<file path="config.mk">
export PLATFORM = sky130hd
export DESIGN_NAME = completion_writer
export DESIGN_NICKNAME = d
export VERILOG_FILES = /design/src/rtl/completion_writer.sv
export SDC_FILE = /design/constraint.sdc
export NUM_CORES = 1
export LEC_CHECK = 0
export BUFFER_PORTS_ARGS = -buffer_cell sky130_fd_sc_hd__buf_2
export CORE_MARGIN = 8
export CORE_UTILIZATION = 50
export CTS_BUF_LIST = sky130_fd_sc_hd__clkbuf_2
export CTS_CLUSTER_SIZE = 28
export DETAILED_ROUTE_END_ITERATION = 12
export GPL_TIMING_DRIVEN = 0
export PLACE_DENSITY = 0.8
export SLEW_MARGIN = 40
export SYNTH_ARGS = -nofsm -noshare
export SYNTH_HDL_FRONTEND = slang
export SYNTH_SLANG_ARGS = --single-unit
</file>
<file path="constraint.sdc">
create_clock -name clk -period 13.05 [get_ports clk]
set_input_delay 2.61 -clock clk [delete_from_list [all_inputs] [get_ports clk]]
set_output_delay 2.61 -clock clk [all_outputs]
set_load 0.02 [all_outputs]
</file>
<file path="src/rtl/completion_writer.sv">
// Completion writer: FIFOs scheduler {pid,jobid} records, issues one host write each.
// Ports: clk/rst_n, complete_push_i/return_data_i/complete_ready_o in, wr_* out, counters.
module completion_writer #(
  parameter int FIFO_DEPTH = 16,
  parameter int SLOT_SHIFT = 6
) (
  input  logic                          clk,
  input  logic                          rst_n,
  input  logic                          complete_push_i,
  input  logic [40:0]                   return_data_i,
  output logic                          complete_ready_o,
  input  logic                          cmpl_enable_i,
  input  logic [63:0]                   cmpl_base_addr_i,
  output logic                          wr_req_o,
  output logic [63:0]                   wr_addr_o,
  output logic [127:0]                  wr_data_o,
  input  logic                          wr_ack_i,
  output logic [31:0]                   done_cnt_o,
  output logic [$clog2(FIFO_DEPTH):0]   fifo_level_o
);

  localparam int AW = $clog2(FIFO_DEPTH);
  localparam int PW = AW + 1;

  typedef enum logic {
    IDLE,
    REQ
  } state_t;

  state_t state_q, state_d;

  logic [40:0]   mem [FIFO_DEPTH];
  logic [PW-1:0] wr_ptr_q;
  logic [PW-1:0] rd_ptr_q;
  logic [PW-1:0] level;
  logic [PW-1:0] level_nxt;
  logic          ready_q;
  logic          empty;
  logic          push;
  logic          pop;
  logic          ack;
  logic [40:0]   head;
  logic [31:0]   seq_q;
  logic [31:0]   done_q;
  logic [63:0]   addr_q;
  logic [127:0]  data_q;
  logic [63:0]   slot_off;

  assign level     = wr_ptr_q - rd_ptr_q;
  assign empty     = (level == '0);
  assign push      = complete_push_i & ready_q;
  assign pop       = (state_q == IDLE) & ~empty & cmpl_enable_i;
  assign ack       = (state_q == REQ) & wr_ack_i;
  assign level_nxt = level + PW'(push) - PW'(pop);
  assign head      = mem[rd_ptr_q[AW-1:0]];
  assign slot_off  = 64'(head[40:32]) << SLOT_SHIFT;

  // Ready is registered so the scheduler can gate its push with it.
  always_ff @(posedge clk or negedge rst_n) begin
    if (!rst_n) begin
      wr_ptr_q <= '0;
      rd_ptr_q <= '0;
      ready_q  <= 1'b0;
    end else begin
      if (push) wr_ptr_q <= wr_ptr_q + 1'b1;
      if (pop)  rd_ptr_q <= rd_ptr_q + 1'b1;
      ready_q <= (level_nxt != PW'(FIFO_DEPTH));
    end
  end

  always_ff @(posedge clk) begin
    if (push) mem[wr_ptr_q[AW-1:0]] <= return_data_i;
  end

  always_comb begin
    state_d = state_q;
    unique case (state_q)
      IDLE: if (pop) state_d = REQ;
      REQ:  if (wr_ack_i) state_d = IDLE;
      default: state_d = IDLE;
    endcase
  end

  always_ff @(posedge clk or negedge rst_n) begin
    if (!rst_n) begin
      state_q <= IDLE;
      seq_q   <= '0;
      done_q  <= '0;
      addr_q  <= '0;
      data_q  <= '0;
    end else begin
      state_q <= state_d;
      if (pop) begin
        addr_q <= cmpl_base_addr_i + slot_off;
        data_q <= {1'b1, 31'b0, seq_q, 23'b0, head};
      end
      if (ack) begin
        seq_q  <= seq_q + 1'b1;
        done_q <= done_q + 1'b1;
      end
    end
  end

  assign complete_ready_o = ready_q;
  assign wr_req_o         = (state_q == REQ);
  assign wr_addr_o        = addr_q;
  assign wr_data_o        = data_q;
  assign done_cnt_o       = done_q;
  assign fifo_level_o     = level;

endmodule

</file>
==> results.md, run 1 <==
Worst setup path:
- The kind of cell with the highest combined delay along the critical path is buffers and inverters.
- Traced cell by cell, the critical path runs through buf_2 > buf_1 > clkinv_1 > ha_1 > nand3_1 > a21oi_1 > or2_2 > buf_2.
- The worst setup path is captured at an output pin.
- The cell that appears most often on the critical path is buf_2.
- The worst setup path is of the reg2out kind.
- The worst setup path is launched from a flip-flop.
- The maximum fanout along the worst path is 10.
- Data on the critical path is required at its endpoint by 10.44 ns.
- For the worst setup path, the data arrival time is 4.58 ns.
- The largest incremental delay on the critical path is 0.65 ns.
- The cell with the largest stage delay on the worst path is clkinv_1.
- Together, buffers and inverters on the worst path number 4.

STA:
- Headroom to the max-slew limit came out at 39.65%.
- At the pin with the least slew margin, the transition time is 0.9053 ns.
- The aggregate negative setup slack is 0 ns.
- The smallest clock period supported by the final layout is computed as 7.192 ns.
- The number of hold violations in the final report is 0.
- Dividing the final minimum period by the clock period gives 55.11%.
- Setup repair after global routing left no endpoint under its margin.
- The number of max-slew violations in the final report is 0.
- The total of endpoints with negative setup slack in the final report is 0.
- The maximum operating frequency is 0.1391 GHz.
- The final clock skew is 0.1037 ns.

Logic synthesis:
- The yosys synthesis warning count is 0.
- Counting flops with an async set or reset pin after synthesis yields a share of 24.60%.
- Synthesis produced a netlist whose cell count is 2111.
- The cell area after technology mapping is 0.03540 mm^2.
- For this run, the leading register cell type out of synthesis is edfxtp_1.
- The number of synthesized flops with an enable pin is 656.
- The register bit count reported by yosys is 870.
- Counting distinct cell types in the post-synthesis netlist gives 58.
- The sequential fraction of the synthesis area is 70.78%.
- In this run the mean area of a mapped cell was 16.77 um^2.

Clocking:
- In this run, post-CTS repair resized a total of 0 instances.
- After clock tree synthesis, the flow added hold-fix buffers numbering 0.
- The H-tree generated during clock tree synthesis spans 4 levels.
- The later-pin clock latency in the skew report is 1.41 ns.
- The number of clock buffers inserted by TritonCTS is 203.
- The sink count of the clock tree is 870.
- The CTS tree is built.
- The longest clock path from root to sink contains 3 buffers.
- The root buffer cell chosen for the clock tree is clkbuf_2.
- Buffers added to address setup during post-CTS repair amount to 0.
- The clock transition at the register clock pins on the worst setup and hold paths after CTS is 0.11 ns.

Die:
- From left edge to right edge, the die measures 282.1 um.
- The total die area is 0.07956 mm^2.
- The initialized floorplan defines 97 standard-cell rows.
- The effective utilization at floorplan is 50.55%.
- For this design the top-level I/O count stands at 341.
- In this run the standard cell core region covers 0.07003 mm^2.
- The y dimension of the die is 282.1 um.

Power and ir drop:
- The static leakage is 15.71 nW.
- The power per cell area is 208.9 mW/mm^2.
- The worst IR drop on VDD is 0.1220 mV.

Cells and area:
- The number of non-filler instances in the completed layout is 3796.
- After the last flow step, the layout net total stands at 2815.
- The fraction of final layout cells sized beyond drive strength 1 is 33.52%.
- From synthesis to final layout, the design area changed by 14.97%.

GRT:
- Across every metal layer, demand over resource in global routing totals 23.02%.
- The via count of the first global-routing pass came to 22066.
- The total overflow left after global routing is 0.
- The wire length of the first global-routing pass is 135800 um.
- The pin count of the biggest net entering global routing is 69.
- The initial antenna violation count is 18.

Detailed routing:
- Summing over every cut layer, the via total after detailed routing is 21288.
- Using the TritonRoute via totals, the vias-per-cell ratio works out to 5.608.
- The pre-antenna-repair detailed-routing pass consisted of 7 iterations.
- The number of violations reported at the end of detailed-routing iteration 0 is 1957.
- After detailed routing, the number of remaining DRC violations is 0.
- After detailed routing, the total wire length is 92340 um.
- Once detail routing completed, the nets flagged for antenna violations numbered 0.
- After detailed routing, the average wire length per cell comes to 24.32 um.

Placed design:
- The final RePlAce weighted congestion is 0.9392.
- Once detailed placement completed, the half-perimeter wirelength came to 62300 um.
- During placement, the flow inserted port buffers numbering 286.
- The number of placed instances, taps included, is 3409.

Outcome:
- The run finished with clean final reports.

Min path:
- The min-delay analysis places its worst path in the category reg2reg.

Flow run:
- The number of max-cap violations is 0.
registers in the layout, summed over array words and instances, names as in the netlist:
signal and cells:
seq_q 32, wr_ptr_q 5, wr_req_o 1, done_cnt_o 32
rd_ptr_q 5, complete_ready_o 1, wr_addr_o 64, wr_data_o 74
mem 656
layout by cell type, fill, tap and decap left out, types with 17 or more instances in the layout:
| cell type | netlist | final |
|---|---|---|
| edfxtp_1 | 656 | 656 |
| nand2_1 | 400 | 400 |
| buf_2 | 34 | 320 |
| clkbuf_2 | 0 | 295 |
| dfrtp_1 | 214 | 214 |
| mux4_2 | 196 | 196 |
| xnor2_1 | 113 | 113 |
| clkinv_1 | 2 | 63 |
| buf_4 | 55 | 56 |
| conb_1 | 1 | 54 |
| o21ai_0 | 45 | 45 |
| nand3_1 | 38 | 38 |
| nand4_1 | 34 | 34 |
| clkbuf_1 | 40 | 33 |
| and3_1 | 32 | 28 |
| ha_1 | 26 | 26 |
| nor2_1 | 25 | 25 |
| xor2_1 | 19 | 19 |
| a21oi_1 | 18 | 18 |
| inv_1 | 17 | 17 |
kinds of logic (layout without fill, tap and decap cells):
| family | Yosys count | after routing | synth area share (%) |
|---|---|---|---|
| xor+xnor | 132 | 132 | 3.266 |
| flops | 870 | 870 | 70.78 |
| mux | 198 | 198 | 12.53 |
| fa+ha+maj | 29 | 29 | 1.089 |
| buf+inv | 164 | 846 | 2.506 |
| simple gates | 601 | 601 | 7.621 |
| other cells | 1 | 64 | 0.01059 |
| compound gates | 116 | 116 | 2.195 |
worst register-to-register path: stages, from the launching register on:
cell,delay [ns]
dfrtp_1,0.33
buf_2,0.26
buf_1,0.64
clkinv_1,0.65
ha_1,0.53
a21oi_1,0.18
xnor2_1,0.15
inv_1,0.11
ha_1,0.14
nand3_1,0.14
o31ai_4,0.52
inv_2,0.26
clkbuf_1,0.31
ha_1,0.35
inv_1,0.04
ha_1,0.20
fa_1,0.40
a21oi_1,0.17
nor2_1,0.06
nor2_1,0.10
xnor2_1,0.15
xnor2_1,0.14
nand3_1,0.10
power by group:
part           internal, mW  switching [mW]  total (mW)
Sequential             3.38           0.196        3.58
Clock                 0.683            1.10        1.78
Combinational          1.26            1.89        3.15
synthesized netlist by cell type, types with 4 or more instances:
master,number,share of area [%]
a2111oi_4,4,0.31
a211oi_1,8,0.17
a21o_1,5,0.11
a21oi_1,18,0.25
a31oi_1,9,0.16
and2_1,15,0.27
and3_1,32,0.57
and4_1,6,0.15
buf_1,12,0.13
buf_2,34,0.48
buf_4,55,1.2
clkbuf_1,40,0.42
dfrtp_1,214,15
edfxtp_1,656,56
ha_1,26,0.92
inv_1,17,0.18
mux4_2,196,12
nand2_1,400,4.2
nand3_1,38,0.54
nand4_1,34,0.60
nor2_1,25,0.27
nor3_1,16,0.23
nor4_1,11,0.19
nor4b_1,4,0.099
o21ai_0,45,0.64
o21ai_1,14,0.20
or2_2,4,0.071
xnor2_1,113,2.8
xor2_1,19,0.47
layout make-up:
type / instances / area [um^2]
clock buffers: 287 / 1436
flip-flops and latches: 870 / 25050
multi-input cells: 1130 / 9719
inverters: 20 / 75.07
clock inverters: 88 / 523.0
diodes: 10 / 25.02
repair buffers: 307 / 1863
fillers: 5311 / 29330
well taps: 940 / 1176
plain buffers: 144 / 823.3
stage by stage:
stage	util [%]	worst slack, ns	hold WS, ns	instance area (um^2)	total power, mW
floorplan	-	8.208	0.4454	35600	5.670
global placement	54.55	5.642	0.4526	38200	6.639
detailed placement	55.24	7.111	0.4577	38680	6.791
CTS	58.03	5.732	0.4822	40640	8.568
global route	58.11	5.590	0.4956	40690	8.947
finish	58.11	5.858	0.4778	40700	8.503
worst paths after layout:
kind / endpoint / slack [ns] / from / depth (start not counted)
hold / removal: wr_data_o[127] / 0.48 / wr_data_o[127] / 1
max in group asynchronous: wr_data_o[30] / 10.92 / rst_n / 3
setup reg to reg: complete_ready_o / 6.97 / rd_ptr_q[2] / 22
setup / recovery: fifo_level_o[4] / 5.86 / rd_ptr_q[2] / 8
min in group asynchronous: wr_data_o[95] / 1.03 / rst_n / 1
hold reg to reg: wr_data_o[127] / 0.48 / wr_data_o[127] / 1
per-layer routing:
| layer | part of all wire (%) | global-route usage [%] | routed length, um |
|---|---|---|---|
| met1 | 36 | 27.21 | 33090 |
| met2 | 51 | 40.18 | 47530 |
| met3 | 9.3 | 5.880 | 8564 |
| met4 | 3.3 | 9.267 | 3079 |
| met5 | 0.083 | 0 | 77 |
(Power assumes the default switching activity.)
==> inputs of run 2 (changes only) <==
--- a/config.mk
+++ b/config.mk
@@ -5,6 +5,7 @@
 export SDC_FILE = /design/constraint.sdc
 export NUM_CORES = 1
 export LEC_CHECK = 0
+export ABC_AREA = 1
 export BUFFER_PORTS_ARGS = -buffer_cell sky130_fd_sc_hd__buf_2
 export CORE_MARGIN = 8
 export CORE_UTILIZATION = 50
==> constraint.sdc (replaced) <==
create_clock -name clk -period 7.4 [get_ports clk]
set_input_delay 1.48 -clock clk [delete_from_list [all_inputs] [get_ports clk]]
set_output_delay 1.48 -clock clk [all_outputs]
set_load 0.02 [all_outputs]
==> run 2 against run 1 <==
- global-route usage up 3.3 points
- combinational power up 130%
- critical path depth rose by 2
- sequential power increased by 77%
- sequential cell count stayed put
- worst hold slack got worse by 0.24 ns
- critical endpoint is now fifo_level_o[3]
- largest power group is now combinational logic
- highest routed layer unchanged
==> results.md, run 2 <==
Outcome:
- The flow ran to the end, and the final reports show no timing, DRC or antenna violations.

STA:
- Setup violations remaining at the end of the flow were counted as 0.
- The aggregate negative setup slack is 0 ns.
- The maximum operating frequency is 0.1788 GHz.
- Setup repair after global routing left no endpoint under its margin.
- The slew at the pin with the worst max-slew slack is 0.9115 ns.
- The number of max-slew violations in the final report is 0.
- In the post-route analysis, the smallest setup slack over all paths is 1.807 ns.
- The worst slew margin relative to its limit is 39.23%.
- The number of hold violations in the final report was 0.
- The share of the clock period used by the worst path after layout is 75.58%.
- The time the final worst path needs with I/O delays and setup is 5.593 ns.
- The final clock skew is 0.1410 ns.

Logic synthesis:
- The number of synthesized flops with an enable pin is 656.
- The most frequently used flop master after synthesis is edfxtp_1.
- The biggest area consumer among synthesized cells is edfxtp_1.
- The register bit count reported by yosys is 870.
- After synthesis, the share of flip-flops with an asynchronous set or reset is 24.60%.
- Yosys printed 0 warnings.
- By area the synthesized netlist is led by edfxtp_1 (52%), dfrtp_1 (14%), nand2_1 (8.3%).
- The sequential fraction of the synthesis area is 66.24%.
- The count of different cell masters after synthesis is 42.
- The area share of the leading cell type in the synthesized netlist is 52.08%.
- After synthesis, the mean cell area works out to 10.56 um^2.
- The cell area after technology mapping is 0.03782 mm^2.
- The most common cell in the synthesized netlist is nand2_1.
- The commonest cells after synthesis are nand2_1 (834), edfxtp_1 (656), nor2_1 (549).
- The synthesized instance count is 3580.

Flow run:
- Max-cap violations in this run came to 0.

Die:
- The number of top-level design ports is 341.
- The effective utilization at floorplan is 50.13%.
- The floorplan step set the die height to 291.0 um.
- The number of cell rows is 101.
- The width of the die is 291.0 um.
- The total die area is 0.08470 mm^2.
- The floorplan step defined a core boundary enclosing 0.07544 mm^2.

Clocking:
- The clock transition at the register clock pins on the worst setup and hold paths after CTS is 0.11 ns.
- The number of resized instances in the post-cts repair step is 0.
- The number of clock buffers added by TritonCTS is 210.
- The sink count of the clock tree is 870.
- The root buffer cell chosen for the clock tree is clkbuf_2.
- TritonCTS built the clock tree.
- The later-pin clock latency in the skew report is 1.50 ns.
- The clock passes through at most 3 buffers.
- The count of H-tree levels built during CTS is 4.

GRT:
- The total overflow reported by the global router is 0.
- Entering global routing, the biggest net connects 66 pins.
- In the global route stage, overall resource usage came out at 26.34%.
- The first global-routing pass estimated 171700 um of wire.
- The initial antenna violation count is 6.
- The via count of the first global-routing pass is 29283.

Detailed routing:
- The post-route DRC violation count is 0.
- The length of the first detailed-routing pass in iterations is 7.
- The wire length per cell after detailed routing is 21.65 um.
- The total wire length is 115400 um.
- The number of violations reported at the end of detailed-routing iteration 0 is 3675.
- The post-detailed-route via-to-cell ratio is 5.605.
- The residual antenna-violating net count after detailed routing is 0.
- The number of vias after detailed routing is 29871.

Cells and area:
- The register with the most flip-flops in the layout has 656 of them.
- The number of fillers in the final layout is 6082.
- The finished layout holds 5329 standard cells, fillers aside.
- The commonest non-fill, non-tap cell in the layout is nand2_1.
- The finished cells cover 0.04364 mm^2.
- The top cell types in the final layout, fill and taps aside, are nand2_1 (834), edfxtp_1 (656), nor2_1 (533).
- For this run, the post-layout net count is 4314.
- The synthesis-to-layout area growth is 15.38%.
- The fraction of final layout cells sized beyond drive strength 1 is 18.97%.

Worst setup path:
- The kind of capture point of the worst setup path is an output pin.
- The type of element launching the critical path is a flip-flop.
- Grouping stages by cell kind, the critical path spends the most delay in buffers and inverters.
- The data required time of the critical path is 5.92 ns.
- The critical path is of the reg2out type.
- The number of buffers and inverters on the critical path is 6.
- On the worst path, the slowest cell contributes a delay of 0.40 ns.
- Among all stages on the critical path, the largest delay is contributed by dfrtp_1.
- The maximum fanout along the worst path is 11.
- The arrival time at the worst endpoint is 4.11 ns.
- The critical path goes through buf_2 > inv_1 > buf_2 > buf_2 > ha_1 > nand3_1 > nand2_1 > xnor2_1 > inv_1 > buf_2.
- The most numerous cell type found on the critical path is buf_2.

Placed design:
- The count of buffers added on input and output ports is 286.
- The HPWL after detailed placement is 82310 um.
- The post-placement cell count is 4940.
- At the placement stage, the worst setup path has a slack of 1.954 ns.
- The area after detailed placement is 0.04169 mm^2.
- Routability-driven placement finished with a final weighted congestion of 0.9896.

Power and ir drop:
- The power per cell area is 383.8 mW/mm^2.
- In this run the static leakage power is 17.95 nW.
- Across the VDD grid, the largest voltage drop is 0.2870 mV.

Min path:
- The path type of the worst min-delay path is in2reg.
==> run 2: where the power goes <==
part           internal, mW  total (mW)  switching (mW)  leakage, nW
logic                  2.12        7.26            5.15         7.92
clock network          1.15        3.13            1.99         1.43
registers              6.01        6.35           0.341         8.60
==> run 2: what timing repair did <==
action / in CTS / in global routing
setup buffers: 0 / 0
endpoints found under the hold margin: 40 / 0
hold buffers: 1 / 0
==> run 2: final timing paths <==
| kind | end | depth (start not counted) | slack [ns] | start |
|---|---|---|---|---|
| max | fifo_level_o[3] | 10 | 1.81 | rd_ptr_q[1] |
| min | wr_addr_o[0] | 3 | 0.23 | cmpl_base_addr_i[0] |
| max reg2reg | complete_ready_o | 23 | 2.00 | rd_ptr_q[1] |
| min reg2reg | wr_data_o[127] | 1 | 0.48 | wr_data_o[127] |
| max in group asynchronous | wr_data_o[11] | 3 | 6.13 | rst_n |
| min in group asynchronous | wr_addr_o[0] | 2 | 0.52 | rst_n |
==> run 2: logic make-up after synthesis <==
logic type	count (synthesis)	share of synthesized area, %
flip-flops	870	66.24
buffers and inverters	406	5.111
AO/OA/AOI/OAI	555	8.264
adder cells (fa/ha/maj)	29	1.019
other	1	0.009915
XOR/XNOR	88	2.038
AND/OR/NAND/NOR	1631	17.32
==> run 2: worst register-to-register path, stage by stage, from the launching register on <==
cell and delay (ns):
dfrtp_1 0.40, buf_2 0.24, inv_1 0.28, buf_2 0.40
buf_2 0.35, ha_1 0.29, nand3_1 0.08, nand2_1 0.06
xnor2_1 0.31, ha_1 0.21, nand2_1 0.05, nor2_1 0.08
nand3_1 0.21, nand3_2 0.22, inv_2 0.17, buf_4 0.25
buf_4 0.23, ha_1 0.29, inv_1 0.03, ha_1 0.20
fa_1 0.41, xor2_1 0.15, nor4_1 0.24, nand3_1 0.10
==> run 2: routing by layer <==
metal / GRT usage, % / share of wire [%] / vias to the layer above
met5: 0 / 0.085 / -
met4: 12.66 / 4.4 / 6
met3: 6.879 / 12 / 310
met2: 43.20 / 47 / 2051
met1: 32.41 / 37 / 14014
li1: - / - / 13490
==> run 2: final cells by class <==
type | instances | area, um^2 | area share [%]
diodes | 8 | 20.02 | 0.04587
flip-flops and latches | 870 | 25050 | 57.41
multi-input cells | 2357 | 11150 | 25.56
well taps | 978 | 1224 | 2.804
plain buffers | 218 | 1234 | 2.827
clock inverters | 86 | 442.9 | 1.015
inverters | 188 | 705.7 | 1.617
repair buffers | 330 | 2335 | 5.350
clock buffers | 294 | 1471 | 3.372
==> run 2: per-stage QoR <==
step	utilization (%)	hold WS, ns	total power [mW]
floorplan	-	0.4627	10.77
global placement	53.91	0.4501	13.22
detailed placement	55.26	0.4558	13.58
CTS	57.81	0.09107	16.67
global route	57.83	0.1698	17.64
finish	57.84	0.2328	16.75
